`config.mk`:
```
export PLATFORM = sky130hd
export DESIGN_NAME = nibble_serial_adder
export DESIGN_NICKNAME = d
export VERILOG_FILES = /design/src/rtl/nibble_serial_adder.sv
export SDC_FILE = /design/constraint.sdc
export NUM_CORES = 1
export LEC_CHECK = 0
export CORE_ASPECT_RATIO = 0.8
export CORE_MARGIN = 2
export CORE_UTILIZATION = 30
export CTS_CLUSTER_SIZE = 25
export DETAILED_ROUTE_END_ITERATION = 6
export GPL_TIMING_DRIVEN = 0
export PLACE_DENSITY_LB_ADDON = 0.08
export SLEW_MARGIN = 15
export SYNTH_ARGS = -nofsm -noshare
export SYNTH_HDL_FRONTEND = slang
export SYNTH_SLANG_ARGS = --single-unit
```
`constraint.sdc`:
```
create_clock -name clk -period 3.1 [get_ports clk]
set_clock_uncertainty 0.2 [all_clocks]
set_input_delay 0.31 -clock clk [delete_from_list [all_inputs] [get_ports clk]]
set_output_delay 0.31 -clock clk [all_outputs]
set_load 0.02 [all_outputs]
```
`src/rtl/nibble_serial_adder.sv`:
```
// -----------------------------------------------------------------------------
// nibble_serial_adder
//
// Multi-cycle adder: accepts two WIDTH-bit operands over a valid/ready
// handshake and adds them one nibble per clock through a single
// four_bit_adder. The carry between nibbles is held in a register. The
// result is presented with out_valid until the consumer takes it.
//
// Optional feature macro: NIBBLE_SERIAL_ADDER_OVF_EN
//    defined   -> two's-complement overflow register drives out_ovf
//    undefined -> overflow logic omitted, out_ovf tied to 0
//
// Ports (nibble_serial_adder):
//    clk        in   rising-edge clock
//    rst_n      in   asynchronous active-low reset
//    in_valid   in   operand request
//    in_ready   out  operands accepted (high only while idle)
//    in_a       in   operand A [WIDTH]
//    in_b       in   operand B [WIDTH]
//    in_cin     in   carry into bit 0
//    out_valid  out  result available (high only when done)
//    out_ready  in   consumer takes the result
//    out_sum    out  sum modulo 2^WIDTH [WIDTH]
//    out_cout   out  carry out of bit WIDTH-1
//    out_ovf    out  two's-complement overflow flag
//
// Ports (four_bit_adder): A, B, Cin -> Sum, Cout (combinational ripple)
// -----------------------------------------------------------------------------

module four_bit_adder (
   input  logic [3:0] A,
   input  logic [3:0] B,
   input  logic       Cin,
   output logic [3:0] Sum,
   output logic       Cout
);

   logic [4:0] carry;

   // Explicit ripple chain of four full adders.
   always_comb begin
      carry    = '0;
      Sum      = '0;
      carry[0] = Cin;
      for (int i = 0; i < 4; i++) begin
         Sum[i]       = A[i] ^ B[i] ^ carry[i];
         carry[i + 1] = (A[i] & B[i]) | (carry[i] & (A[i] ^ B[i]));
      end
   end

   assign Cout = carry[4];

endmodule

module nibble_serial_adder #(
   parameter int WIDTH = 16
) (
   input  logic             clk,
   input  logic             rst_n,
   input  logic             in_valid,
   output logic             in_ready,
   input  logic [WIDTH-1:0] in_a,
   input  logic [WIDTH-1:0] in_b,
   input  logic             in_cin,
   output logic             out_valid,
   input  logic             out_ready,
   output logic [WIDTH-1:0] out_sum,
   output logic             out_cout,
   output logic             out_ovf
);

   localparam int NIB  = WIDTH / 4;
   localparam int IDXW = (NIB > 1) ? $clog2(NIB) : 1;
   localparam logic [IDXW-1:0] IDX_ONE  = IDXW'(1);
   localparam logic [IDXW-1:0] IDX_LAST = IDXW'(NIB - 1);

   typedef enum logic [1:0] {
      IDLE = 2'd0,
      RUN  = 2'd1,
      DONE = 2'd2
   } state_t;

   state_t           state_q, state_d;
   logic [WIDTH-1:0] opA_q;
   logic [WIDTH-1:0] opB_q;
   logic [WIDTH-1:0] result_q;
   logic             carry_q;
   logic [IDXW-1:0]  idx_q;

   logic [3:0]       nibA;
   logic [3:0]       nibB;
   logic [3:0]       adderSum;
   logic             adderCout;
   logic             accept;
   logic             lastNibble;

   assign accept     = in_valid && (state_q == IDLE);
   assign lastNibble = (idx_q == IDX_LAST);

   // Select the current nibble of each operand; the index is the only mux
   // in front of the ripple adder.
   assign nibA = opA_q[{idx_q, 2'b00} +: 4];
   assign nibB = opB_q[{idx_q, 2'b00} +: 4];

   four_bit_adder u_adder (
      .A    (nibA),
      .B    (nibB),
      .Cin  (carry_q),
      .Sum  (adderSum),
      .Cout (adderCout)
   );

   // State register.
   always_ff @(posedge clk or negedge rst_n) begin
      if (!rst_n) begin
         state_q <= IDLE;
      end else begin
         state_q <= state_d;
      end
   end

   // Next-state logic: accept in IDLE, step nibbles in RUN, wait for the
   // consumer in DONE.
   always_comb begin
      state_d = state_q;
      case (state_q)
         IDLE:    if (in_valid)   state_d = RUN;
         RUN:     if (lastNibble) state_d = DONE;
         DONE:    if (out_ready)  state_d = IDLE;
         default: state_d = IDLE;
      endcase
   end

   // Handshake outputs decode registered state only, so neither depends
   // combinationally on in_valid or out_ready.
   always_comb begin
      in_ready  = (state_q == IDLE);
      out_valid = (state_q == DONE);
   end

   // Datapath: operands and carry are captured on accept; each RUN cycle
   // writes one result nibble and forwards the nibble carry. The result
   // register is not cleared on accept, so during RUN out_sum shows the
   // nibbles written so far over the previous result.
   always_ff @(posedge clk or negedge rst_n) begin
      if (!rst_n) begin
         opA_q    <= '0;
         opB_q    <= '0;
         result_q <= '0;
         carry_q  <= 1'b0;
         idx_q    <= '0;
      end else if (accept) begin
         opA_q   <= in_a;
         opB_q   <= in_b;
         carry_q <= in_cin;
         idx_q   <= '0;
      end else if (state_q == RUN) begin
         result_q[{idx_q, 2'b00} +: 4] <= adderSum;
         carry_q                        <= adderCout;
         idx_q                          <= idx_q + IDX_ONE;
      end
   end

   assign out_sum  = result_q;
   assign out_cout = carry_q;

`ifdef NIBBLE_SERIAL_ADDER_OVF_EN
   logic ovf_q;
   logic carryIntoTop;

   // On the last nibble, Sum[3] is result bit WIDTH-1, so the carry into the
   // top bit can be recovered from a ^ b ^ sum at that bit.
   assign carryIntoTop = opA_q[WIDTH-1] ^ opB_q[WIDTH-1] ^ adderSum[3];

   // Overflow is captured on the edge that enters DONE.
   always_ff @(posedge clk or negedge rst_n) begin
      if (!rst_n) begin
         ovf_q <= 1'b0;
      end else if ((state_q == RUN) && lastNibble) begin
         ovf_q <= adderCout ^ carryIntoTop;
      end
   end

   assign out_ovf = ovf_q;
`else
   assign out_ovf = 1'b0;
`endif

endmodule

```
After elaboration in Yosys (flattened, before gate mapping) --
Index checks and enable logic that the tools add are counted.
Cells by class: $add $sub $neg 2, equality and inequality tests 6, shifts and indexed selects 4, multiplexer cells 9, bitwise operators 21, reductions and logical operators 5
Operators with widths (number):
- 16-bit by 5-bit indexed part select with 4-bit output | 2
- 16-bit bitwise mux | 1
- 4-bit by 6-bit variable shift with 16-bit output, first input constant | 1
- 4-bit by 6-bit indexed part select with 16-bit output | 1
- 2-bit two-way mux | 5
- 1-bit bitwise AND | 8
- 1-bit XOR | 8
- 4-bit negation with 6-bit output | 1
- 2-bit case mux with 3 select lines | 1
- 2-bit == test, second input constant | 2
- 2-bit inequality test, second input constant | 2
- 1-bit bitwise OR | 4
- 3-bit AND reduction | 1
- 2-bit by 1-bit adder with 2-bit output, second input constant | 1
- 2-bit by 1-bit == test with 1-bit output, second input constant | 1
- 2-bit logical NOT | 1
- 1-bit two-way mux | 2
- 2-bit by 1-bit inequality test with 1-bit output, second input constant | 1
- 2-bit AND reduction | 1
- 2-bit nonzero test | 1
- 1-bit logical AND | 1
- 1-bit inverter | 1
Word-level totals: register bits 53, bits of input ports 37, output and inout bits 20, logic and storage cells 53

Depth between registers and ports, before layout --
Gate-level depths: netlist of the first run.
depth after elaboration 12, gate-level depth with buffers 12, mapped depth without buffers 11

Cells and area by module --
From an unflattened synthesis of the first run, not the netlist that was laid out.
Unflattened totals: cell total of the unflattened synthesis 198, area, all modules 2676.3 µm²
Modules (own cells, without submodules):
- nibble_serial_adder | times used 1, cells an instance 184, area an instance 2558.7 µm², seq. area each 1326.3 µm²
- four_bit_adder | times used 1, cells an instance 14, area an instance 117.6 µm², seq. area each 0.0 µm²

Least setup slack after synthesis of the first run --
OpenSTA, ideal clock, no wires.
kind register to register, start register idx_q[1], end register result_q[7] (netlist: out_sum[7]), library setup time 0.121 ns, arrival time 2.642 ns, required time 2.779 ns, setup slack 0.137 ns, stages on the path, launching flop included 12, path buffers 1, period minus slack after synthesis 2.963 ns, cells stage by stage dfrtp_1 > clkbuf_1 > mux4_2 > inv_1 > fa_1 > inv_1 > fa_1 > inv_1 > fa_1 > inv_1 > fa_1 > a22o_1
Between the ends: word-level cells in the longest chain between the ends 11, elaborated cells on any way between the ends 23, those cells by class 1 x add/sub; 4 x shift; 1 x mux; 17 x bitwise
RTL lines:
- from (decl) | RTL line 88 | logic [IDXW-1:0] idx_q;
- from (signal assigned) | RTL line 160 | idx_q <= idx_q + IDX_ONE;
- 16-bit by 5-bit indexed part select with 4-bit output, on equally long branches | RTL line 102, 103
- 1-bit XOR | RTL line 46, 47
- 1-bit bitwise AND | RTL line 47 | carry[i + 1] = (A[i] & B[i]) | (carry[i] & (A[i] ^ B[i]));
- 1-bit bitwise OR | RTL line 47
- 1-bit bitwise AND | RTL line 47
- 1-bit bitwise OR | RTL line 47
- 1-bit bitwise AND | RTL line 47
- 1-bit bitwise OR | RTL line 47
- 1-bit XOR | RTL line 46 | Sum[i] = A[i] ^ B[i] ^ carry[i];
- 4-bit by 6-bit indexed part select with 16-bit output | RTL line 158 | result_q[{idx_q, 2'b00} +: 4] <= adderSum;
- 16-bit bitwise mux (*) | RTL line 158
- to (signal, indexed assignment) | RTL line 158
- to (decl) | RTL line 86 | logic [WIDTH-1:0] result_q;
Mark *: on every way between the ends. The rest lies on a longest branch, timed or not. A chain may end at the register's enable or synchronous reset.

Worst setup path after layout of the first run --
start register idx_q[0], end register result_q[15] (netlist: out_sum[15])
Same word-level chain as after synthesis.

==> impl_results.md, run 1 <==
* Die area at 9370 sq um
* Final Cycle Share at between 90% and 100%
* Post-Syn Instances at 176
* Number of global-route vias before repair at between 1500 and 2000
* Critical path endpoint category: flip-flop
* Dpl hpwl at 3790 microns
* Worst setup path category: reg2reg
* Synthesis-stage register bit count at 53
* Pre-CTS setup slack at -0.414 ns
* Synth top area share at between 50% and 60%
* Worst-path cell with the longest stage delay: fa_2
* Met2 WL post-DR at ~2400 microns
* CTS clock-pin slew for the worst setup and hold paths at ~0.1 ns
* Antenna violations before repair at 0
* Clk root buf: clkbuf_8
* Area contributors post-synth: dfrtp_1, mux2_4, mux4_2, a22o_1, fa_1
* Placement row count at 30
* Hold/Removal Path Class: reg2reg
* Clk sinks at 53
* # placed instances at 343
* Syn-to-layout area delta at 31.9%
* PD cells at approximately 1100 nW/um^2
* CP Max Fanout at 4
* CP top delay family: adder cells
* Fin. max-slew vios at 0
* Leak Pwr at about 1.5 nW
* Max-Slew Margin vs Limit at between 50% and 60%
* Worst EP arrival at ~3 ns
* Core ar. at 8410 sq um
* Storage cell area at between 1000 and 1500 sq um
* Layout cells sized above 1 at between 30% and 40%
* Vias at approximately 1500
* Fin Hold WS at roughly 0.29 ns
* Mapped cell area at 2580 sq um
* Setup ws final at ~0.13 ns
* Worst reg2reg startpoint: idx_q[0]$_DFFE_PN0P_
* Nets at 286
* RSZ-0062 raised after global routing: true
* Worst-margin pin slew at about 0.68 ns
* Syn. warnings at 0
* Post-synthesis cell type count at 29
* Die width at 108 microns
* DRC Markers at 0
* Placer congestion estimate at around 0.71
* Antenna Violating Nets Remaining at 0
* Via density at 4.37
* Seq/Total Area, Yosys at ~50%
* M1 WL at 2600 microns
* CTS tree: done
* Count of final hold-check violations at 0
* WL final at between 5000 and 6000 microns
* Starting Density at between 30% and 40%
* CP required at around 3.1 ns
* Final setup violation count at 0
* Max H-tree Level at 2
* Port Buf Inserts at 55
* Die Ht at 87.0 microns
* Post-Layout Cell Count at about 350
* CP Launch Point: idx_q[0]$_DFFE_PN0P_
* Post-Syn Nets at around 220
* Setup TNS at 0 ns
* CP Cell Sequence: mux4_2 > inv_2 > fa_2 > inv_2 > fa_2 > inv_2 > fa_2 > inv_2 > fa_2 > nand2_2 > o21ai_2
* DRT Pass-1 Iters at 4
* Wire length on met3 at 240 microns
* Total global-route track usage at between 10% and 20%
* Max Freq at approximately 340 MHz
* Fillers at just over 800
* Top routing layer used: met4
* Total grt overflow at 0
* Status: finished clean
* Syn avg cell area at around 15 sq um
* Min-delay src: out_sum[15]$_DFFE_PN0P_
* Type of origin of the critical path: flip-flop
* Num CTS Buffers at 5
* VDD IR max at between 0.5 and 0.6 mV
* Ant diodes at 0
* Multi-input gate area at ~1200 sq um
* Avg WL per Cell at about 15 microns
* 1st-iter DRT viols at 34
* CP peak stage delay at 0.61 ns
* Synth area leader: dfrtp_1
* Clock Latency Late Sink at 0.31 ns
* Max_cap viols at 0
* Pin count of the biggest net entering global routing at 54
* Period minus WS final at between 2 and 3 ns
* Clock tree buffer depth at 2
* First-pass GRT wire length at 8650 microns
* Sum of buffers and inverters on the critical path at 4
* Ports at 57
## cells in the final DEF, fill, tap and decap left out, drive strengths merged, types with 2 or more instances in the layout
cell type	instances
clkdlybuf4s50	54
dfrtp	53
mux2	32
inv	13
a22o	11
nand2	11
buf	9
mux4	8
nor2	7
clkbuf	6
ha	5
o31ai	4
fa	4
nand3b	3
o21ai	3
nor3b	2
a21oi	2
clkinv	2
## power by group
| part | switching, mW | internal (mW) |
|---|---|---|
| registers | 0.189 | 0.998 |
| clock network | 0.229 | 0.156 |
| logic | 1.05 | 1.17 |
| total | 1.47 | 2.32 |
## per-stage QoR
stage | utilization [%] | cell area [sq um] | power, mW
after floorplan | - | 2580 | 2.62
after global placement | 38.9 | 3270 | 3.34
after detailed placement | 38.9 | 3270 | 3.34
after CTS | 40.3 | 3390 | 3.80
after global routing | 40.5 | 3410 | 4.11
final | 40.5 | 3410 | 3.79
## synth_stat cells
| cell type | n |
|---|---|
| dfrtp_1 | 53 |
| mux2_4 | 30 |
| inv_1 | 13 |
| a22o_1 | 11 |
| nand2_1 | 11 |
| mux4_2 | 8 |
| nor2_1 | 6 |
| ha_1 | 5 |
| buf_6 | 4 |
| fa_1 | 4 |
| o31ai_1 | 4 |
| buf_4 | 3 |
| nand3b_1 | 3 |
| o21ai_0 | 3 |
| a21oi_1 | 2 |
| mux2_2 | 2 |
| nor3b_1 | 2 |
| a22oi_1 | 1 |
| and2_4 | 1 |
| and2b_1 | 1 |
| and4bb_2 | 1 |
| clkbuf_1 | 1 |
| conb_1 | 1 |
| nand4bb_1 | 1 |
| nor2_2 | 1 |
| o21bai_1 | 1 |
| or2b_1 | 1 |
| or3_1 | 1 |
| or3b_2 | 1 |
## final cells by class
| class | count | share of cell area [%] |
|---|---|---|
| plain buffers | 8 | 2.50 |
| well taps | 112 | 4.11 |
| flip-flops and latches | 53 | 39.0 |
| clock buffers | 5 | 2.02 |
| clock inverters | 3 | 0.514 |
| multi-input cells | 102 | 33.8 |
| inverters | 13 | 1.43 |
| repair buffers | 57 | 16.6 |
## final timing paths
check | end | cells past startpoint | slack [ns]
setup reg to reg | out_sum[15]$_DFFE_PN0P_ | 11 | 0.13
hold / removal | out_sum[15]$_DFFE_PN0P_ | 2 | 0.29
setup / recovery | out_sum[15]$_DFFE_PN0P_ | 11 | 0.13
max in group asynchronous | idx_q[0]$_DFFE_PN0P_ | 2 | 1.82
hold reg to reg | out_sum[15]$_DFFE_PN0P_ | 2 | 0.29
min in group asynchronous | opA_q[0]$_DFFE_PN0P_ | 2 | 0.38
## cell families (layout without fill, tap and decap cells)
group / count (synthesis) / count (layout) / synth area share [%]
other: 1 / 1 / 0.145
adders and majority gates: 9 / 9 / 5.52
buffers and inverters: 21 / 86 / 4.65
muxes: 40 / 40 / 25.3
DFF: 53 / 53 / 51.4
AOI/OAI and AO/OA: 22 / 22 / 6.44
and+or+nand+nor: 30 / 30 / 6.59
## worst min-delay path, delay by kind of cell, from the launching register on
family / cells / cell delay, ns
DFF: 1 / 0.36
and+or+nand+nor: 1 / 0.06
AOI/OAI and AO/OA: 1 / 0.05
## registers in the layout (all words and copies together), names as in the netlist
name,count
opA_q,16
opB_q,16
out_sum,16
idx_q,2
state_q,2
out_cout,1
## repair_timing
action	in CTS	in global routing
resized for setup	6	10
setup buffers	1	0
endpoints found under the setup margin	9	4
hold endpoints to repair	53	0
pin swaps	0	3
hold buffers	1	0
## metal layers
layer | vias to the layer above | global-route usage [%]
met5 | - | 0
met4 | 0 | 3.50
met3 | 7 | 2.99
met2 | 37 | 19.7
met1 | 749 | 17.0
li1 | 750 | -
Note: power is estimated with default switching activity, not from simulation.
==> run 2, diff against run 1 <==
--- a/config.mk
+++ b/config.mk
@@ -10,6 +10,7 @@
 export CORE_UTILIZATION = 30
 export CTS_CLUSTER_SIZE = 25
 export DETAILED_ROUTE_END_ITERATION = 6
+export DONT_BUFFER_PORTS = 1
 export GPL_TIMING_DRIVEN = 0
 export PLACE_DENSITY_LB_ADDON = 0.08
 export SLEW_MARGIN = 15
==> constraint.sdc (replaced) <==
create_clock -name clk -period 3.1 [get_ports clk]
set_clock_uncertainty 0.2 [all_clocks]
set_input_delay 0.775 -clock clk [delete_from_list [all_inputs] [get_ports clk]]
set_output_delay 0.775 -clock clk [all_outputs]
set_load 0.02 [all_outputs]
==> impl_results.md, run 2 (synthesis gave the netlist of run 1 again) <==
* Multi-input gate area at about 1100 sq um
* DRC Markers at 0
* Sequential power share at between 30% and 40%
* First-pass GRT wire length at 8710 microns
* WL final at roughly 5500 microns
* Syn-to-layout area delta at 12.9%
* Worst reg-to-reg path cell count at 9
* DRT Pass-1 Iters at 4
* Die width at between 100 and 150 microns
* Count of final hold-check violations at 0
* Total global-route track usage at about an eighth
* Logic pwr share at a little over half
* Number of global-route vias before repair at 1583
* Type of origin of the critical path: flip-flop
* Layout cells sized above 1 at between 30% and 40%
* Worst setup path category: reg2reg
* Core ar. at approximately 8400 sq um
* Port Buf Inserts at 0
* Worst EP arrival at ~3 ns
* Clock Latency Late Sink at 0.30 ns
* Final Cycle Share at between 90 and 100%
* CP required at ~3.1 ns
* Flop2flop setup slack at roughly 0.11 ns
* Placement row count at 30
* VDD IR max at 0.590 mV
* Most frequent cells in the layout: dfrtp_1, mux2_4, nand2_1, a22o_1
* Switching Fraction at between 30 and 40%
* Storage cell area at approximately 1300 sq um
* Period minus WS final at roughly 3 ns
* RSZ-0062 raised after global routing: true
* CP Cell Sequence: buf_6 > mux4_2 > fa_2 > inv_2 > fa_2 > inv_2 > fa_2 > nand2_1 > o21ai_1
* Pre-CTS setup slack at -0.437 ns
* Internal power at 2.30 mW
* Antenna violations before repair at 0
* Clk sinks at 53
* Pin count of the biggest net entering global routing at 54
* 1st-iter DRT viols at 46
* Max H-tree Level at 2
* Clk root buf: clkbuf_8
* Starting Density at 30.7%
* Nets at around 230
* Die area at 9370 sq um
* CP Max Fanout at 10
* CTS clock-pin slew for the worst setup and hold paths at 0.09 ns
* Vias at ~1400
* Via density at about 4.7
* Worst-path cell with the longest stage delay: fa_2
* R2R Path End: out_sum[15]$_DFFE_PN0P_
* Worst reg2reg startpoint: idx_q[0]$_DFFE_PN0P_
* Post-Layout Cell Count at 300
* Leading cell type in the layout, fill and taps excluded: dfrtp_1
* Clock tree buffer depth at 2
* Antenna Violating Nets Remaining at 0
* Die Ht at 87.0 microns
* Setup ws final at roughly 0.11 ns
* CP peak stage delay at 0.62 ns
* Ports at 57
* Clock network power share at 13.0%
* Num CTS Buffers at 5
* Critical path endpoint category: flip-flop
* Ant diodes at 0
* Final setup violation count at 0
* Leak Pwr at ~1.3 nW
* CTS tree: done
* Max Freq at around 330 MHz
* Fillers at between 800 and 900
* Dpl hpwl at just under 4000 microns
* Hold/Removal Path Class: in2async
* Fin. max-slew vios at 0
* Cell mode on critical path: fa_2
* Switch Pwr at around 1.5 mW
* Avg WL per Cell at approximately 18 microns
* Total grt overflow at 0
* PD cells at about 1300 nW/um^2
* Placer congestion estimate at between 0.7 and 0.8
* Max_cap viols at 0
* Status: finished clean
* # placed instances at about 290
==> run 2: final cells by class <==
| cell class | instances | area share, % |
|---|---|---|
| plain buffers | 8 | 2.96 |
| clock buffers | 7 | 2.96 |
| clock inverters | 1 | 1.03 |
| inverters | 13 | 1.67 |
| multi-input cells | 102 | 39.3 |
| flip-flops and latches | 53 | 45.5 |
| well taps | 112 | 4.81 |
| repair buffers | 4 | 1.72 |
==> run 2: worst max-delay path by stage <==
stage                               from  slack [ns]  cells past startpoint                 endpoint
global route        idx_q[0]$_DFFE_PN0P_       -0.02                     11  out_sum[15]$_DFFE_PN0P_
finish              idx_q[0]$_DFFE_PN0P_        0.11                      9  out_sum[15]$_DFFE_PN0P_
floorplan           idx_q[1]$_DFFE_PN0P_        0.14                     11   out_sum[7]$_DFFE_PN0P_
global placement    idx_q[1]$_DFFE_PN0P_       -0.42                     11  out_sum[11]$_DFFE_PN0P_
detailed placement  idx_q[1]$_DFFE_PN0P_       -0.44                     11   out_sum[7]$_DFFE_PN0P_
CTS                 idx_q[0]$_DFFE_PN0P_        0.02                      9  out_sum[15]$_DFFE_PN0P_
==> run 2: stage by stage <==
stage          area, sq um  total power, mW  setup TNS [ns]  utilization, %  hold slack (ns)
3_5_place_dp          2720             3.18           -2.25            32.4            0.282
5_1_grt               2920             4.07         -0.0164            34.7            0.121
3_3_place_gp          2720             3.16           -2.08            32.4            0.282
2_1_floorplan         2580             2.62               0               -            0.275
4_1_cts               2900             3.76               0            34.5            0.124
6_report              2920             3.80               0            34.7            0.111
==> run 2: metal layers <==
| layer | up-vias | part of all wire [%] | track usage, % |
|---|---|---|---|
| met5 | - | 0 | 0 |
| met4 | 0 | 0.77 | 3.73 |
| met3 | 4 | 4.2 | 3.22 |
| met2 | 38 | 47 | 19.0 |
| met1 | 724 | 47 | 17.4 |
| li1 | 645 | - | - |
==> run 2: power groups by stage <==
stage | Clock [mW] | Combinational (mW) | Sequential [mW]
floorplan | 0 | 1.41 | 1.22
global placement | 0 | 1.87 | 1.29
detailed placement | 0 | 1.89 | 1.30
CTS | 0.504 | 1.97 | 1.28
global route | 0.539 | 2.21 | 1.31
finish | 0.494 | 2.03 | 1.28
==> run 2: critical path: cells and delay by family, from the launching register on <==
family                     cells  cell delay (ns)
buffers and inverters          3             0.30
AOI/OAI and AO/OA              1             0.13
and+or+nand+nor                1             0.07
adders and majority gates      3             1.21
muxes                          1             0.55
DFF                            1             0.45
==> run 2: timing repair <==
| action | CTS | global route |
|---|---|---|
| cloned | 0 | 0 |
| gates resized for setup | 6 | 10 |
| endpoints found under the hold margin | 53 | 0 |
| setup buffers | 2 | 1 |
| pin swaps | 0 | 3 |
| endpoints found under the setup margin | 9 | 4 |
| hold buffers | 1 | 0 |
